## config.mk

```make
export PLATFORM = sky130hd
export DESIGN_NAME = alu_ctrl_md
export DESIGN_NICKNAME = d
export VERILOG_FILES = /design/src/rtl/alu_pkg.sv /design/src/rtl/md_iter.sv /design/src/rtl/alu_ctrl_md.sv
export SDC_FILE = /design/constraint.sdc
export NUM_CORES = 1
export LEC_CHECK = 0
export CAP_MARGIN = 20
export CORE_MARGIN = 10
export CORE_UTILIZATION = 62
export CTS_BUF_LIST = sky130_fd_sc_hd__clkbuf_4 sky130_fd_sc_hd__clkbuf_8
export CTS_CLUSTER_DIAMETER = 200
export DETAILED_ROUTE_END_ITERATION = 6
export PLACE_DENSITY = 0.84
export SLEW_MARGIN = 20
export SYNTH_ARGS = -nofsm -noshare
export SYNTH_HDL_FRONTEND = slang
export SYNTH_SLANG_ARGS = --single-unit
```

## constraint.sdc

```tcl
create_clock -name clk -period 6.8 [get_ports clk]
set_input_delay 0.68 -clock clk [delete_from_list [all_inputs] [get_ports clk]]
set_output_delay 0.68 -clock clk [all_outputs]
set_load 0.1 [all_outputs]
```

## src/rtl/alu_pkg.sv

```systemverilog
// Shared codes for the RV32 ALU control: ALU_SEL values, decode field codes
// and the multiply/divide sequencer state encoding.
package alu_pkg;

    localparam logic [3:0] SEL_AND  = 4'b0000;
    localparam logic [3:0] SEL_OR   = 4'b0001;
    localparam logic [3:0] SEL_ADD  = 4'b0010;
    localparam logic [3:0] SEL_SLL  = 4'b0011;
    localparam logic [3:0] SEL_XOR  = 4'b0100;
    localparam logic [3:0] SEL_SRA  = 4'b0101;
    localparam logic [3:0] SEL_SUB  = 4'b0110;
    localparam logic [3:0] SEL_SLTU = 4'b0111;
    localparam logic [3:0] SEL_SLT  = 4'b1000;
    localparam logic [3:0] SEL_SRL  = 4'b1001;
    localparam logic [3:0] SEL_SLLI = 4'b1010;
    localparam logic [3:0] SEL_SRLI = 4'b1011;
    localparam logic [3:0] SEL_SRAI = 4'b1101;
    localparam logic [3:0] SEL_MD   = 4'b1110;
    localparam logic [3:0] SEL_ILL  = 4'b1111;

    localparam logic [1:0] ALUOP_MEM = 2'b00;
    localparam logic [1:0] ALUOP_BR  = 2'b01;
    localparam logic [1:0] ALUOP_R   = 2'b10;
    localparam logic [1:0] ALUOP_I   = 2'b11;

    localparam logic [6:0] F7_BASE = 7'b0000000;
    localparam logic [6:0] F7_ALT  = 7'b0100000;
    localparam logic [6:0] F7_MD   = 7'b0000001;

    localparam logic [2:0] F3_MUL    = 3'b000;
    localparam logic [2:0] F3_MULH   = 3'b001;
    localparam logic [2:0] F3_MULHSU = 3'b010;
    localparam logic [2:0] F3_MULHU  = 3'b011;
    localparam logic [2:0] F3_DIV    = 3'b100;
    localparam logic [2:0] F3_DIVU   = 3'b101;
    localparam logic [2:0] F3_REM    = 3'b110;
    localparam logic [2:0] F3_REMU   = 3'b111;

    typedef enum logic [1:0] {
        ST_IDLE = 2'b00,
        ST_MUL  = 2'b01,
        ST_DIV  = 2'b10,
        ST_DONE = 2'b11
    } md_state_e;

endpackage

```

## src/rtl/md_iter.sv

```systemverilog
// Iterative multiply/divide datapath: operand latch with sign fix-up, shared
// shift-add / restoring-divide register pair, and a terminal-count step counter.
module md_iter
    import alu_pkg::*;
#(
    parameter int XLEN     = 32,
    parameter int MUL_STEP = 1
) (
    input  logic            clk,
    input  logic            rst,
    input  logic            start_i,
    input  logic            step_i,
    input  logic            kill_i,
    input  logic [2:0]      op_i,
    input  logic [XLEN-1:0] a_i,
    input  logic [XLEN-1:0] b_i,
    output logic            fast_o,
    output logic            last_o,
    output logic [XLEN-1:0] result_o
);
    localparam int CNT_W = $clog2(XLEN);
    localparam logic [CNT_W-1:0] MUL_LAST = CNT_W'(XLEN / MUL_STEP - 1);
    localparam logic [CNT_W-1:0] DIV_LAST = CNT_W'(XLEN - 1);
    localparam logic [XLEN-1:0]  MIN_NEG  = {1'b1, {(XLEN-1){1'b0}}};

    logic                     a_neg, b_neg, div0, ovf;
    logic [XLEN-1:0]          a_mag, b_mag, fast_res, iter_res;
    logic [2:0]               op_q;
    logic                     neg_q, rneg_q;
    logic [XLEN-1:0]          opnd_q, hi_q, lo_q, hi_n, lo_n;
    logic [CNT_W-1:0]         cnt_q;
    logic [XLEN+MUL_STEP-1:0] psum;
    logic [XLEN:0]            shifted, diff;
    logic [2*XLEN-1:0]        prod, prod_s;
    logic [XLEN-1:0]          quot_s, rem_s;

    always_comb begin
        // MUL/MULH/MULHSU take a as signed, MUL/MULH take b as signed; DIV/REM both
        a_neg = (op_i[2] ? ~op_i[0] : (op_i[1:0] != 2'b11)) & a_i[XLEN-1];
        b_neg = (op_i[2] ? ~op_i[0] : ~op_i[1]) & b_i[XLEN-1];
        a_mag = a_neg ? -a_i : a_i;
        b_mag = b_neg ? -b_i : b_i;
        div0  = (b_i == '0);
        ovf   = ~op_i[0] & (a_i == MIN_NEG) & (b_i == '1);
        fast_o = op_i[2] & (div0 | ovf);
        if (div0) fast_res = op_i[1] ? a_i : '1;
        else      fast_res = op_i[1] ? '0 : MIN_NEG;
    end

    always_comb begin
        psum = {{MUL_STEP{1'b0}}, hi_q};
        for (int j = 0; j < MUL_STEP; j++) begin
            if (lo_q[j]) psum = psum + ({{MUL_STEP{1'b0}}, opnd_q} << j);
        end
        shifted = {hi_q, lo_q[XLEN-1]};
        diff    = shifted - {1'b0, opnd_q};
        if (op_q[2]) begin
            if (!diff[XLEN]) begin
                hi_n = diff[XLEN-1:0];
                lo_n = {lo_q[XLEN-2:0], 1'b1};
            end else begin
                hi_n = shifted[XLEN-1:0];
                lo_n = {lo_q[XLEN-2:0], 1'b0};
            end
        end else begin
            hi_n = psum[XLEN+MUL_STEP-1:MUL_STEP];
            lo_n = {psum[MUL_STEP-1:0], lo_q[XLEN-1:MUL_STEP]};
        end
    end

    // Result is formed from the post-step values so the final step lands directly
    always_comb begin
        prod   = {hi_n, lo_n};
        prod_s = neg_q ? -prod : prod;
        quot_s = neg_q ? -lo_n : lo_n;
        rem_s  = rneg_q ? -hi_n : hi_n;
        case (op_q)
            F3_MUL:                   iter_res = prod_s[XLEN-1:0];
            F3_MULH, F3_MULHSU,
            F3_MULHU:                 iter_res = prod_s[2*XLEN-1:XLEN];
            F3_DIV, F3_DIVU:          iter_res = quot_s;
            default:                  iter_res = rem_s;
        endcase
        result_o = start_i ? fast_res : iter_res;
        last_o   = (cnt_q == '0);
    end

    always_ff @(posedge clk) begin
        if (rst) begin
            op_q   <= '0;
            neg_q  <= 1'b0;
            rneg_q <= 1'b0;
            opnd_q <= '0;
            hi_q   <= '0;
            lo_q   <= '0;
            cnt_q  <= '0;
        end else if (start_i && !kill_i) begin
            op_q   <= op_i;
            neg_q  <= a_neg ^ b_neg;
            rneg_q <= a_neg;
            hi_q   <= '0;
            opnd_q <= op_i[2] ? b_mag : a_mag;
            lo_q   <= op_i[2] ? a_mag : b_mag;
            cnt_q  <= op_i[2] ? DIV_LAST : MUL_LAST;
        end else if (step_i && !kill_i) begin
            hi_q  <= hi_n;
            lo_q  <= lo_n;
            cnt_q <= cnt_q - CNT_W'(1);
        end
    end

endmodule

```

## src/rtl/alu_ctrl_md.sv

```systemverilog
// RV32 ALU control: RV32I/RV32M decode to ALU_SEL, plus the sequencer and
// pipeline stall handshake for the iterative multiply/divide engine.
//  state | meaning
//  IDLE  | no md op in flight; accepts a valid, unkilled RV32M instruction
//  MUL   | shift-add iterations running
//  DIV   | restoring-divide iterations running
//  DONE  | md_result valid, md_done pulses, EX instruction released
module alu_ctrl_md
    import alu_pkg::*;
#(
    parameter int XLEN     = 32,
    parameter int MUL_STEP = 1,
    parameter int SEL_W    = 4
) (
    input  logic             clk,
    input  logic             rst,
    input  logic             in_valid,
    input  logic             kill,
    input  logic [1:0]       ALUOp,
    input  logic [9:0]       func_field,
    input  logic [XLEN-1:0]  op_a,
    input  logic [XLEN-1:0]  op_b,
    output logic [SEL_W-1:0] ALU_SEL,
    output logic             illegal,
    output logic             is_md,
    output logic             stall,
    output logic             busy,
    output logic             md_done,
    output logic [XLEN-1:0]  md_result
);
    logic [6:0]      f7;
    logic [2:0]      f3;
    logic [3:0]      sel_d;
    md_state_e       state_q, state_d;
    logic            accept, fast, last, load_res;
    logic [XLEN-1:0] res, md_result_q;

    assign f7 = func_field[9:3];
    assign f3 = func_field[2:0];

    always_comb begin
        sel_d = SEL_ILL;
        case (ALUOp)
            ALUOP_MEM: sel_d = SEL_ADD;
            ALUOP_BR: begin
                case (f3)
                    3'b000, 3'b001: sel_d = SEL_SUB;
                    3'b100, 3'b101: sel_d = SEL_SLT;
                    3'b110, 3'b111: sel_d = SEL_SLTU;
                    default:        sel_d = SEL_ILL;
                endcase
            end
            ALUOP_R: begin
                if (f7 == F7_BASE) begin
                    case (f3)
                        3'b000:  sel_d = SEL_ADD;
                        3'b001:  sel_d = SEL_SLL;
                        3'b010:  sel_d = SEL_SLT;
                        3'b011:  sel_d = SEL_SLTU;
                        3'b100:  sel_d = SEL_XOR;
                        3'b101:  sel_d = SEL_SRL;
                        3'b110:  sel_d = SEL_OR;
                        default: sel_d = SEL_AND;
                    endcase
                end else if (f7 == F7_ALT && f3 == 3'b000) begin
                    sel_d = SEL_SUB;
                end else if (f7 == F7_ALT && f3 == 3'b101) begin
                    sel_d = SEL_SRA;
                end else if (f7 == F7_MD) begin
                    sel_d = SEL_MD;
                end
            end
            default: begin
                // I-type: func7 is immediate bits except for the shift forms
                case (f3)
                    3'b000:  sel_d = SEL_ADD;
                    3'b001:  sel_d = (f7 == F7_BASE) ? SEL_SLLI : SEL_ILL;
                    3'b010:  sel_d = SEL_SLT;
                    3'b011:  sel_d = SEL_SLTU;
                    3'b100:  sel_d = SEL_XOR;
                    3'b101:  sel_d = (f7 == F7_BASE) ? SEL_SRLI :
                                     (f7 == F7_ALT)  ? SEL_SRAI : SEL_ILL;
                    3'b110:  sel_d = SEL_OR;
                    default: sel_d = SEL_AND;
                endcase
            end
        endcase
    end

    assign ALU_SEL = SEL_W'(sel_d);
    assign illegal = (sel_d == SEL_ILL);
    assign is_md   = (sel_d == SEL_MD);
    assign accept  = (state_q == ST_IDLE) & in_valid & is_md & ~kill;

    always_ff @(posedge clk) begin
        if (rst) state_q <= ST_IDLE;
        else     state_q <= state_d;
    end

    always_comb begin
        state_d = state_q;
        if (kill) begin
            state_d = ST_IDLE;
        end else begin
            case (state_q)
                ST_IDLE: if (accept) state_d = fast ? ST_DONE : (f3[2] ? ST_DIV : ST_MUL);
                ST_MUL,
                ST_DIV:  if (last) state_d = ST_DONE;
                default: state_d = ST_IDLE;
            endcase
        end
    end

    always_comb begin
        stall    = in_valid & is_md & (state_q != ST_DONE);
        busy     = (state_q == ST_MUL) | (state_q == ST_DIV);
        md_done  = (state_q == ST_DONE);
        load_res = ~kill & ((accept & fast) | (busy & last));
    end

    always_ff @(posedge clk) begin
        if (rst)           md_result_q <= '0;
        else if (load_res) md_result_q <= res;
    end

    assign md_result = md_result_q;

    md_iter #(
        .XLEN     (XLEN),
        .MUL_STEP (MUL_STEP)
    ) u_md_iter (
        .clk      (clk),
        .rst      (rst),
        .start_i  (accept),
        .step_i   (busy),
        .kill_i   (kill),
        .op_i     (f3),
        .a_i      (op_a),
        .b_i      (op_b),
        .fast_o   (fast),
        .last_o   (last),
        .result_o (res)
    );

endmodule

```

==> metrics.cfg <==
[worst_setup_path]
critPathKind=reg -> reg
crit_buf_inv=3
cp-end-kind=register
cp_max_fo=17
path_cells=inv_1 -> ha_1 -> inv_1 -> fa_1 -> a211oi_2 -> o211ai_2 -> a211oi_4 -> a211oi_4 -> mux2i_4 -> nand3_4 -> nand2b_1 -> inv_1 -> ha_1 -> o211ai_1 -> or4_1 -> or2_1 -> or3_1 -> a21oi_2 -> nand3_1 -> o41ai_1 -> xor2_1 -> o21ai_0 -> a21oi_1 -> o21ai_1
worstPathArrival_ns=6.39
critical_path.most_common_cell=inv_1
cpLargestDelayFamily=compound AO/OA/AOI/OAI gates
crit_path_max_incr_delay_ns=0.59
critPathLaunchType=register
cp_slowest_cell=or4_1
crit_required_ns=7.17

[place]
port-buffer-count=120
post-place-ws_ns=0.9643
placedCellCount=2671
dp_hpwl_um=53750
gp_congestion=1.096

[cts]
holdBufCountCts=0
post_cts_resized=0
root_buffer=clkbuf_8
clk_latency_ns=0.50
clock_path_buffers=2
cts_tree=done
cts.clk_slew.worst_paths_ns=0.09
postCtsSetupRepairBufs=0
numCtsBuffers=17
clkSinkCount=140
htree_levels=4

[synth]
synth-edff-count=0
ys_warn_count=0
syn_inst=2342
ys_ff_latch=140
synth_area_per_cell_um2=6.941
synth_nets=2497
async_reset_ff_share_pct=0
synth_cell_types=104
mappedNetlistArea_um2=16260
ys_seq_area_share_pct=17.24
synthFlopType=dfxtp_1

[drt]
vias=19510
wl_per_cell_um=25.98
drt_wl_total_um=70230
drt_iter0_drc=2884
antenna_left=0
drtPass1Iterations=7
route.detailed.drc=53
wl_met3_um=9151
wl_met1_um=25150
top_layer=met5
via_per_inst=7.219
wl_met2_um=30520

[sta]
maxSlewViolCount=0
min_period_ns=6.018
fmax_mhz=166.2
hold_viol_final=0
rsz0062_at_grt=no
tightest_slew_ns=1.156
finalSetupViolations=0
worst_slack_ns=0.7822
finalCritPeriodShare_pct=88.50
clock_skew_ns=0.03314
relSlewSlack_pct=22.35
fin_setup_tns_ns=0

[final_layout]
syn2layout_area_growth_pct=9.837
stdcell_count=2703
n_antenna_cell=0
drive_gt1_share_pct=6.123
final_nets=2510

[die]
initial_core_util_pct=62.74
io_pins=121
rows=59
core_area_um2=25910
die_x_um=181.9
die_y_um=181.9
dieArea_um2=33090

[power]
finalPower_w=0.002412
ir_drop_mv=0.1245
p_leak_nw=6.652
p_per_area_nw_per_um2=135.1

[global_route]
grt_pass1_vias=17980
antenna_found_initial=4
grt_use_total_pct=40.24
gr-total-overflow=0
grt_pass1_wl_um=105700
grt_max_degree=87

[status]
status=complete, but fails checks
violations=design-rule violations

[min_path]
hold_path.class=reg -> reg

[job]
cap_violations=0

## routing by layer
layer,GRT usage (%),vias up
met5,0,-
met4,26.62,8
met3,12.45,367
met2,62.36,1561
met1,47.03,8952
li1,-,8624
## cells in the final DEF (no fill, tap or decap), types with 26 or more instances in the layout
| cell type | n |
|---|---|
| nand2_1 | 327 |
| ha_1 | 73 |
| buf_4 | 28 |
| a21oi_1 | 232 |
| o211ai_1 | 51 |
| inv_1 | 75 |
| dfxtp_1 | 139 |
| nand3_1 | 52 |
| o31ai_1 | 35 |
| a21o_1 | 34 |
| o21ai_0 | 195 |
| xnor2_1 | 108 |
| clkdlybuf4s50_1 | 118 |
| mux2i_1 | 39 |
| a31oi_1 | 26 |
| nor2_1 | 184 |
| nor3_1 | 58 |
| a211oi_1 | 32 |
| xor2_1 | 83 |
## where the power goes
part           total, W  switching [W]  internal, W  leakage, nW
clock          0.000694       0.000423     0.000271        0.180
combinational  0.000879       0.000601     0.000278         5.34
sequential     0.000839      0.0000111     0.000828         1.13
total           0.00241        0.00104      0.00138         6.65
## flip-flops by register name, summed over array words and instances, names as in the netlist
signal and cells:
md_result 32, state_q 2, u_md_iter.cnt_q 5, u_md_iter.hi_q 32, u_md_iter.lo_q 32, u_md_iter.neg_q 1, u_md_iter.op_q 3, u_md_iter.opnd_q 32
u_md_iter.rneg_q 1
## worst min-delay path: cells and delay by family (launching register included)
family | cells | cell delay, ns
DFF | 1 | 0.34
AOI/OAI and AO/OA | 1 | 0.06
and+or+nand+nor | 1 | 0.04
## layout make-up
cell class / instances / area, um^2
Clock inverter: 14 / 126.4
Timing Repair Buffer: 147 / 1396
Multi-Input combinational cell: 1973 / 12580
Inverter: 76 / 285.3
Fill cell: 2294 / 8056
Tap cell: 335 / 419.2
Sequential cell: 140 / 2806
Clock buffer: 18 / 241.5
## per-stage QoR
step	util [%]	hold WS, ns	cell area, um^2
after floorplan	-	0.4390	16260
after global routing	68.91	0.4881	17850
after detailed placement	67.49	0.4530	17490
final	68.91	0.4707	17850
after CTS	68.91	0.4677	17850
after global placement	67.49	0.4298	17490
## logic make-up after synthesis
logic type	after synthesis	share of synthesized area, %
compound gates	826	33.22
simple gates	822	23.90
buf+inv	229	5.603
xor+xnor	191	10.29
flops	140	17.24
fa+ha+maj	75	5.865
mux	59	3.879
## path summary, 6_finish.rpt
| path | from | slack (ns) | endpoint | cells past startpoint |
|---|---|---|---|---|
| worst max-delay path | u_md_iter.lo_q[31] | 0.78 | md_result[30] | 24 |
| worst min-delay path | md_result[5] | 0.47 | md_result[5] | 2 |
| worst max register to register | u_md_iter.lo_q[31] | 0.78 | md_result[30] | 24 |
| worst min register to register | md_result[5] | 0.47 | md_result[5] | 2 |
## synth_stat cells (14+ instances only)
library cell	n	area (um^2)
nand2_1	327	1227
a21oi_1	232	1161
o21ai_0	196	980.9
nor2_1	185	694.4
dfxtp_1	140	2803
clkbuf_1	115	431.7
xnor2_1	108	945.9
xor2_1	83	727.0
inv_1	75	281.5
ha_1	73	913.4
nor3_1	58	290.3
nand3_1	52	260.3
o211ai_1	51	382.9
mux2i_1	39	390.4
o31ai_1	35	262.8
a21o_1	34	255.2
a211oi_1	32	240.2
a31oi_1	26	162.7
nand2b_1	26	162.7
nand4_1	25	156.4
a221oi_1	23	201.4
nor4_1	21	131.4
o22ai_1	21	131.4
buf_2	20	100.1
or3_1	19	118.9
mux2_2	18	202.7
o221ai_1	15	131.4
a22oi_1	14	105.1
and3_1	14	87.58
(Power assumes the default switching activity.)
